File: config.mk
export PLATFORM = sky130hd
export DESIGN_NAME = bus_terminal_if
export DESIGN_NICKNAME = d
export VERILOG_FILES = /design/src/rtl/bus_terminal_pkg.sv /design/src/rtl/bus_term_fifo.sv /design/src/rtl/bus_terminal_if.sv
export SDC_FILE = /design/constraint.sdc
export NUM_CORES = 1
export LEC_CHECK = 0
export CAP_MARGIN = 10
export CORE_ASPECT_RATIO = 0.9
export CORE_MARGIN = 2
export CORE_UTILIZATION = 55
export DETAILED_ROUTE_END_ITERATION = 12
export GPL_TIMING_DRIVEN = 0
export PLACE_DENSITY = 0.85
export SYNTH_ARGS = -nofsm -noshare
export SYNTH_HDL_FRONTEND = slang
export SYNTH_SLANG_ARGS = --single-unit
File: constraint.sdc
create_clock -name clk -period 3.1 [get_ports clk]
set_input_delay 0.31 -clock clk [delete_from_list [all_inputs] [get_ports clk]]
set_output_delay 0.31 -clock clk [all_outputs]
set_load 0.03 [all_outputs]
File: src/rtl/bus_terminal_pkg.sv
// bus_terminal_pkg
//   Shared definitions for the bus terminal endpoint: width of the
//   destination-ID field, default broadcast address, the FIFO control
//   state encoding and a helper that extracts the destination ID from a
//   packet of any width up to PKT_MAX_W bits.
package bus_terminal_pkg;

  localparam int ID_W = 8;
  localparam logic [ID_W-1:0] BROADCAST_DEF = 8'hFF;

  // Widest packet the dest_of() helper can handle.
  localparam int PKT_MAX_W = 64;

  typedef enum logic [1:0] {
    EMPTY   = 2'd0,
    PARTIAL = 2'd1,
    FULL    = 2'd2
  } fifo_state_t;

  // Destination ID = top ID_W bits of a pkt_w-bit packet. The packet is
  // passed zero-extended to PKT_MAX_W bits.
  function automatic logic [ID_W-1:0] dest_of(input logic [PKT_MAX_W-1:0] pkt,
                                               input int pkt_w);
    return ID_W'(pkt >> (pkt_w - ID_W));
  endfunction

endpackage

File: src/rtl/bus_term_fifo.sv
// bus_term_fifo
//   First-word fall-through FIFO with an EMPTY/PARTIAL/FULL control FSM.
//   The head is visible on rd_data while rd_valid=1 and reads as zero
//   when empty. Fullness/emptiness come from the registered state only,
//   so a write while full is rejected even if a read happens that cycle.
// Ports:
//   clk       clock
//   reset     synchronous, active-low reset (empties the FIFO)
//   wr_en     write request; accepted when wr_ready=1
//   wr_data   data to write
//   wr_ready  FIFO not full
//   rd_valid  FIFO not empty
//   rd_data   current head (0 when empty)
//   rd_en     consume the head; ignored when empty
module bus_term_fifo
  import bus_terminal_pkg::*;
#(
  parameter int width = 16,
  parameter int depth = 8
) (
  input  logic             clk,
  input  logic             reset,
  input  logic             wr_en,
  input  logic [width-1:0] wr_data,
  output logic             wr_ready,
  output logic             rd_valid,
  output logic [width-1:0] rd_data,
  input  logic             rd_en
);

  localparam int PTR_W = $clog2(depth);
  localparam int CNT_W = PTR_W + 1;
  localparam logic [CNT_W-1:0] DEPTH_CNT = CNT_W'(depth);

  fifo_state_t      state_reg, state_next;
  logic [PTR_W-1:0] wr_ptr_reg, rd_ptr_reg;
  logic [CNT_W-1:0] count_reg, count_next;
  logic [width-1:0] mem [depth];
  logic             wr_fire, rd_fire;

  // Status flags are decoded straight from the registered state.
  assign wr_ready = (state_reg != FULL);
  assign rd_valid = (state_reg != EMPTY);

  assign wr_fire    = wr_en & wr_ready;
  assign rd_fire    = rd_en & rd_valid;
  assign count_next = count_reg + CNT_W'(wr_fire) - CNT_W'(rd_fire);

  assign rd_data = rd_valid ? mem[rd_ptr_reg] : '0;

  always_ff @(posedge clk) begin
    if (!reset) begin
      state_reg  <= EMPTY;
      wr_ptr_reg <= '0;
      rd_ptr_reg <= '0;
      count_reg  <= '0;
    end else begin
      state_reg <= state_next;
      count_reg <= count_next;
      // Depth is a power of two, so natural pointer overflow is the wrap.
      if (wr_fire) wr_ptr_reg <= wr_ptr_reg + PTR_W'(1);
      if (rd_fire) rd_ptr_reg <= rd_ptr_reg + PTR_W'(1);
    end
  end

  always_ff @(posedge clk) begin
    if (reset && wr_fire) mem[wr_ptr_reg] <= wr_data;
  end

  always_comb begin
    state_next = state_reg;
    unique case (state_reg)
      EMPTY:   if (wr_fire) state_next = PARTIAL;
      PARTIAL: begin
        if (count_next == DEPTH_CNT)  state_next = FULL;
        else if (count_next == '0)    state_next = EMPTY;
      end
      FULL:    if (rd_fire) state_next = PARTIAL;
      default: state_next = EMPTY;
    endcase
  end

endmodule

File: src/rtl/bus_terminal_if.sv
// bus_terminal_if
//   Device-side endpoint of the bs_gnrtr_n_rbtr bus. Host writes go into a
//   TX FIFO presented to the bus via pndng/D_pop; bus pushes addressed to
//   this terminal (or to the broadcast address) are queued in an RX FIFO
//   for the host. Both FIFOs are first-word fall-through.
// Ports:
//   clk, reset          clock, synchronous active-low reset
//   tx_valid/tx_data    host write; tx_ready = TX FIFO not full
//   pndng/D_pop/pop     TX head offered to the bus, pop consumes it
//   push/D_push         packet delivered by the bus
//   rx_valid/rx_data    RX head for the host, rx_ready consumes it
//   pop_err             sticky: pop seen while pndng=0 (cleared by reset)
// Optional (macro BUS_TERMINAL_STATS_EN): 16-bit saturating counters
//   tx_cnt (bus pops), rx_cnt (RX accepts), filt_cnt (filtered pushes),
//   ovf_cnt (pushes dropped on RX overflow).
module bus_terminal_if
  import bus_terminal_pkg::*;
#(
  parameter int              pckg_sz   = 16,
  parameter int              fifo_size = 8,
  parameter logic [ID_W-1:0] id        = 8'h00,
  parameter logic [ID_W-1:0] broadcast = BROADCAST_DEF
) (
  input  logic               clk,
  input  logic               reset,
  input  logic               tx_valid,
  input  logic [pckg_sz-1:0] tx_data,
  output logic               tx_ready,
  output logic               pndng,
  output logic [pckg_sz-1:0] D_pop,
  input  logic               pop,
  input  logic               push,
  input  logic [pckg_sz-1:0] D_push,
  output logic               rx_valid,
  output logic [pckg_sz-1:0] rx_data,
  input  logic               rx_ready,
  output logic               pop_err
`ifdef BUS_TERMINAL_STATS_EN
  ,
  output logic [15:0]        tx_cnt,
  output logic [15:0]        rx_cnt,
  output logic [15:0]        filt_cnt,
  output logic [15:0]        ovf_cnt
`endif
);

  logic [ID_W-1:0] dest;
  logic            match;
  logic            rx_wr_ready;
  logic            pop_err_reg;

  assign dest  = dest_of(PKT_MAX_W'(D_push), pckg_sz);
  assign match = (dest == id) || (dest == broadcast);

  bus_term_fifo #(.width(pckg_sz), .depth(fifo_size)) u_tx_fifo (
    .clk      (clk),
    .reset    (reset),
    .wr_en    (tx_valid),
    .wr_data  (tx_data),
    .wr_ready (tx_ready),
    .rd_valid (pndng),
    .rd_data  (D_pop),
    .rd_en    (pop)
  );

  bus_term_fifo #(.width(pckg_sz), .depth(fifo_size)) u_rx_fifo (
    .clk      (clk),
    .reset    (reset),
    .wr_en    (push & match),
    .wr_data  (D_push),
    .wr_ready (rx_wr_ready),
    .rd_valid (rx_valid),
    .rd_data  (rx_data),
    .rd_en    (rx_ready)
  );

  always_ff @(posedge clk) begin
    if (!reset)             pop_err_reg <= 1'b0;
    else if (pop && !pndng) pop_err_reg <= 1'b1;
  end

  assign pop_err = pop_err_reg;

`ifdef BUS_TERMINAL_STATS_EN
  logic [15:0] tx_cnt_reg, rx_cnt_reg, filt_cnt_reg, ovf_cnt_reg;

  function automatic logic [15:0] sat_inc(input logic [15:0] v, input logic en);
    return (en && v != 16'hFFFF) ? v + 16'd1 : v;
  endfunction

  always_ff @(posedge clk) begin
    if (!reset) begin
      tx_cnt_reg   <= '0;
      rx_cnt_reg   <= '0;
      filt_cnt_reg <= '0;
      ovf_cnt_reg  <= '0;
    end else begin
      tx_cnt_reg   <= sat_inc(tx_cnt_reg,   pop & pndng);
      rx_cnt_reg   <= sat_inc(rx_cnt_reg,   push & match & rx_wr_ready);
      filt_cnt_reg <= sat_inc(filt_cnt_reg, push & ~match);
      ovf_cnt_reg  <= sat_inc(ovf_cnt_reg,  push & match & ~rx_wr_ready);
    end
  end

  assign tx_cnt   = tx_cnt_reg;
  assign rx_cnt   = rx_cnt_reg;
  assign filt_cnt = filt_cnt_reg;
  assign ovf_cnt  = ovf_cnt_reg;
`else
  // Without statistics the RX full flag is only consumed inside the FIFO.
  logic unused_rx_wr_ready;
  assign unused_rx_wr_ready = rx_wr_ready;
`endif

endmodule

# Word-level counts from Yosys, hierarchy flattened
# Memories as Yosys holds them, arrays and structs flattened. A register that Yosys moved wholly into a read port is not among the register bits.
# Index checks and enable logic that the tools add are counted.
word_totals:
  input_bits: 38
  ramBits: 256
  n_memories: 2
  reg_bits: 25
  wordCells: 73
  mem_bits_ro: 0
  latch_bits: 0
memory_table:
  columns: ["name", "depth", "width", "rd", "rd_ports_with_merged_regs", "wr", "line_no", "source"]
  rows:
  - ["u_rx_fifo.mem", 8, 16, 1, 1, 1, "bus_term_fifo.sv:38", "logic [width-1:0] mem [depth];"]
  - ["u_tx_fifo.mem", 8, 16, 1, 1, 1, "bus_term_fifo.sv:38", null]
classes:
  order_cmp: 0
  eq_ne: 15
  addsub: 8
  div_mod_pow: 0
  mux: 20
  shift: 0
  reduce_logical: 14
  mul: 0
  bitwise_logic: 5
ops:
  columns: ["cell", "count"]
  rows:
  - ["2-to-1 mux 16 bit", 2]
  - ["2-to-1 mux 2 bit", 8]
  - ["adder 3 x 1 -> 3 bit (second input constant)", 4]
  - ["2-to-1 mux 3 bit", 4]
  - ["one-hot mux 2 bit (3 select lines)", 2]
  - ["adder 4 x 1 -> 4 bit", 2]
  - ["== test 4 bit (second input constant)", 2]
  - ["== test 8 bit (second input constant)", 1]
  - ["logical NOT 4 bit", 2]
  - ["logical NOT 8 bit", 1]
  - ["!= test 2 x 1 -> 1 bit (second input constant)", 4]
  - ["subtractor 4 x 1 -> 4 bit", 2]
  - ["!= test 3 x 1 -> 1 bit (second input constant)", 2]
  - ["AND reduction 3 bit", 2]
  - ["AND 1 bit", 5]
  - ["== test 2 x 1 -> 1 bit (second input constant)", 2]
  - ["== test 2 bit (second input constant)", 2]
  - ["logical NOT 2 bit", 2]
  - ["2-to-1 mux 1 bit", 4]
  - ["!= test 2 bit (second input constant)", 2]
  - ["nonzero test 2 bit", 2]
  - ["logical AND 1 bit", 3]
  - ["logical NOT 1 bit", 1]
  - ["logical OR 1 bit", 1]

# Logic depth before layout (Yosys ltp)
depth:
  depth_word: 10
  mapped_depth: 13
  ltp_nobuf: 13

# Hierarchy
# From an unflattened synthesis, not the netlist that was laid out.
hier_totals:
  cells_unflattened: 592
  hier_area_um2: 11334.6
by_module_without_submodules:
  columns: ["mod", "seq_area_each_um2", "instances", "cells_each", "area_per_inst_um2"]
  rows:
  - ["bus_term_fifo", 4144.0, 2, 291, 5629.1]
  - ["bus_terminal_if", 20.0, 1, 10, 76.3]

# Worst setup path after synthesis
# No wires, ideal clock.
synth_path:
  kind: "input -> register"
  from: "in D_push[12]"
  to: "mem u_rx_fifo.mem[6][0] (enable)"
  n_path_buf: 0
  required_time_ps: 2687
  setup_ps: 413
  slack_ps: 265
  arrival_time_ps: 2422
  cell_stages: 4
  cell_sequence: "or4_4 > nor2_4 > o211ai_4 > nor3b_1"
synth_between:
  elab_chain_cells: 7
  word_cells_on_any_way: 8
synth_rtl:
  columns: ["item", "line_no", "source"]
  rows:
  - ["start, declared", "bus_terminal_if.sv:33", "input logic [pckg_sz-1:0] D_push,"]
  - ["== test 8 bit or logical NOT 8 bit (tied branches)", "bus_terminal_if.sv:53", "assign match = (dest == id) || (dest == broadcast);"]
  - ["logical OR 1 bit *", "bus_terminal_if.sv:53", null]
  - ["AND 1 bit *", "bus_terminal_if.sv:69", ".wr_en (push & match),"]
  - ["AND 1 bit *", "bus_term_fifo.sv:45", "assign wr_fire = wr_en & wr_ready;"]
  - ["logical AND 1 bit *", "bus_term_fifo.sv:67", "if (reset && wr_fire) mem[wr_ptr_reg] <= wr_data;"]
  - ["2-to-1 mux 1 bit *", "bus_term_fifo.sv:67", null]
  - ["2-to-1 mux 1 bit (not written as such) *", "bus_term_fifo.sv:67", null]
  - ["end, declared", "bus_term_fifo.sv:38", null]
# Every way passes the cells marked *; elsewhere a longest branch is shown, timed or not.

==> flow_metrics.tcl <==
set metrics [dict create \
    slew_violations 0 \
    core_area_sq_um 20050 \
    ys_ff_latch 287 \
    routedWlPerCell_microns 24.69 \
    die_y_microns 139.8 \
    synth_top_area_share_pct 68.21 \
    cts_tree "built" \
    clockBufferDepth 3 \
    pin_count 74 \
    outcome "complete, no violations" \
    critPathKind "flip-flop to output port" \
    rsz0062_at_grt "false" \
    p_leak_nw 4.333 \
    nNetsFinal 745 \
    clk_pin_slew_ps 60 \
    drc 0 \
    worstSetupStartpointType "flip-flop" \
    dp_hpwl_microns 15300 \
    path_max_fanout 10 \
    finalWeightedCongestion 0.7494 \
    period_share_pct 94.26 \
    wirelength_microns 23930 \
    yosys_most_used_dff "edfxtp_1" \
    arrival_ps 2610 \
    areaGrowthSynthToFinish_pct 19.87 \
    yosys.area.top_type "edfxtp_1" \
    antenna_left 0 \
    grt_pass1_wl_microns 36850 \
    synth-edff-count 256 \
    vias_per_cell 6.104 \
    h-tree-depth 1 \
    worst_pin_slew_ps 966.3 \
    port_buffers 73 \
    antenna_found_initial 0 \
    first_iter_violations 521 \
    fmax_ghz 0.3422 \
    ctsRootBufferMaster "clkbuf_16" \
    crit_required_ps 2790 \
    reg_top3 "u_rx_fifo.mem: 128 flops, u_tx_fifo.mem: 128 flops" \
    skew_ps 10.57 \
    drive_gt1_share_pct 22.41 \
    async_flop_share_pct 0 \
    yosys-top-cells-count "edfxtp_1 (256), mux4_2 (64), nor2_1 (58), mux2i_1 (38), dfxtp_1 (31)" \
    cts_sinks 287 \
    die_w_microns 154.9 \
    syn_area_sq_um 11270 \
    synthCells 577 \
    synth.most_common_cell "edfxtp_1" \
    synth_cell_types 38 \
    slew_headroom_pct 35.58 \
    hp-class "input pin to flip-flop" \
    worstHoldStart "D_push[12]" \
    worstSkewPairLatency_ps 520 \
    first_global_vias 6351 \
    maxCapViolCount 0 \
    fin_crit_ps 2922 \
    grt_max_degree 17 \
    yosysWarnings 0 \
    cts_made_buffers 28 \
    dieArea_sq_um 21660 \
    start_util_pct 56.22 \
    n_antenna_cell 0 \
    critPathCaptureType "output port" \
    power.density_nw_per_um2 633.2 \
    fillers 1160 \
    gr-usage-all-layers_pct 22.75 \
    finalSetupViolCount 0 \
    overflow 0 \
    core.rowCount 49 \
    finalHoldViolCount 0 \
    post-route-util_pct 67.39 \
    drtPass1Iterations 5 \
    synth_nets 629 \
    peakVddDrop_v 0.0005191 \
    syn_avg_cell_area_sq_um 19.53 \
    fin_hold_ws_ps 249.5 \
    synth_area_leaders "edfxtp_1 (68%), mux4_2 (13%), dfxtp_1 (5.5%)" \
    r2r_start "u_tx_fifo.state_reg[1]" \
    seq_area_frac_synth_pct 73.71 \
    num_vias 5915 \
]
[cell families (layout without fill, tap and decap cells)]
logic type / count (synthesis) / in the layout / synth area share [%]
adder cells (fa/ha/maj): 14 / 14 / 1.687
XOR/XNOR: 11 / 11 / 0.8549
AO/OA/AOI/OAI: 12 / 12 / 0.8882
multiplexers: 102 / 102 / 16.16
AND/OR/NAND/NOR: 108 / 108 / 5.040
buffers and inverters: 43 / 180 / 1.654
flip-flops: 287 / 287 / 73.71
[layout make-up]
cell class,count,area (sq um),share of cell area (%)
flip-flops and latches,287,8310,61.51
multi-input cells,247,2869,21.24
repair buffers,90,964.7,7.140
clock buffers,37,755.7,5.594
well taps,255,319.1,2.362
plain buffers,20,126.4,0.9354
clock inverters,14,93.84,0.6946
inverters,19,71.32,0.5279
[worst max-delay path: stages (launching register included)]
cell,delay (ps)
dfxtp_2,420
buf_6,230
mux4_2,530
mux2i_1,220
nor2_1,70
clkdlybuf4s50_1,610
[metal layers]
layer	up-vias	global-route usage (%)	wire length (microns)
met3	55	4.142	1547
met1	3046	30.40	9411
met2	281	38.39	12340
met4	0	7.359	624
li1	2533	-	-
met5	-	0	0
[where the power goes]
group | switching [mW] | internal, mW
combinational | 0.590 | 0.480
sequential | 0.0546 | 4.29
clock | 1.35 | 1.79
[stage by stage]
step	setup WS [ps]	instance area, sq um	total power [mW]	cells	TNS, ps
after detailed placement	-306.8	12640	5.468	922	-10420
after global placement	-1406	12320	5.411	905	-160940
after CTS	7.815	13510	8.582	971	0
after global routing	10.19	13510	8.830	969	0
after floorplan	265.4	11270	5.071	577	0
final	178.0	13510	8.554	969	0
[placed cells by master, fill, tap and decap left out, drive strengths merged]
cell type / synthesis / routed
edfxtp: 256 / 256
clkdlybuf4s50: 0 / 68
mux4: 64 / 64
nor2: 59 / 59
clkbuf: 7 / 42
mux2i: 38 / 38
buf: 17 / 32
dfxtp: 31 / 31
inv: 19 / 19
ha: 12 / 12
clkinv: 0 / 11
nand2: 8 / 8
xor2: 8 / 8
nand2b: 6 / 6
and2: 6 / 6
nand3: 6 / 6
nand3b: 4 / 4
a21oi: 4 / 4
nor4b: 4 / 4
nor3: 4 / 4
nor4: 3 / 3
xnor2: 3 / 3
dlygate4sd2: 0 / 3
nand4: 2 / 2
or4: 2 / 2
and3: 2 / 2
fa: 2 / 2
clkinvlp: 0 / 2
dlymetal6s2s: 0 / 2
o211ai: 2 / 2
nor3b: 2 / 2
a31oi: 1 / 1
o32a: 1 / 1
a21o: 1 / 1
a41o: 1 / 1
o2111ai: 1 / 1
a31o: 1 / 1
bufinv: 0 / 1
[final timing paths]
path,to,slack (ps),depth (start not counted)
max reg2reg,u_tx_fifo.state_reg[0],220,12
min,u_rx_fifo.mem[5][12],250,1
min reg2reg,pop_err,490,2
max,rx_data[13],180,5
[timing repair]
item / CTS / global route
buffers inserted: 0 / 0
setup endpoints to repair: 34 / 27
cloned: 0 / 0
resized for setup: 16 / 5
endpoints found under the hold margin: 0 / 0
hold buffers: 0 / 0
No activity file was read; power rests on OpenSTA's default activity.
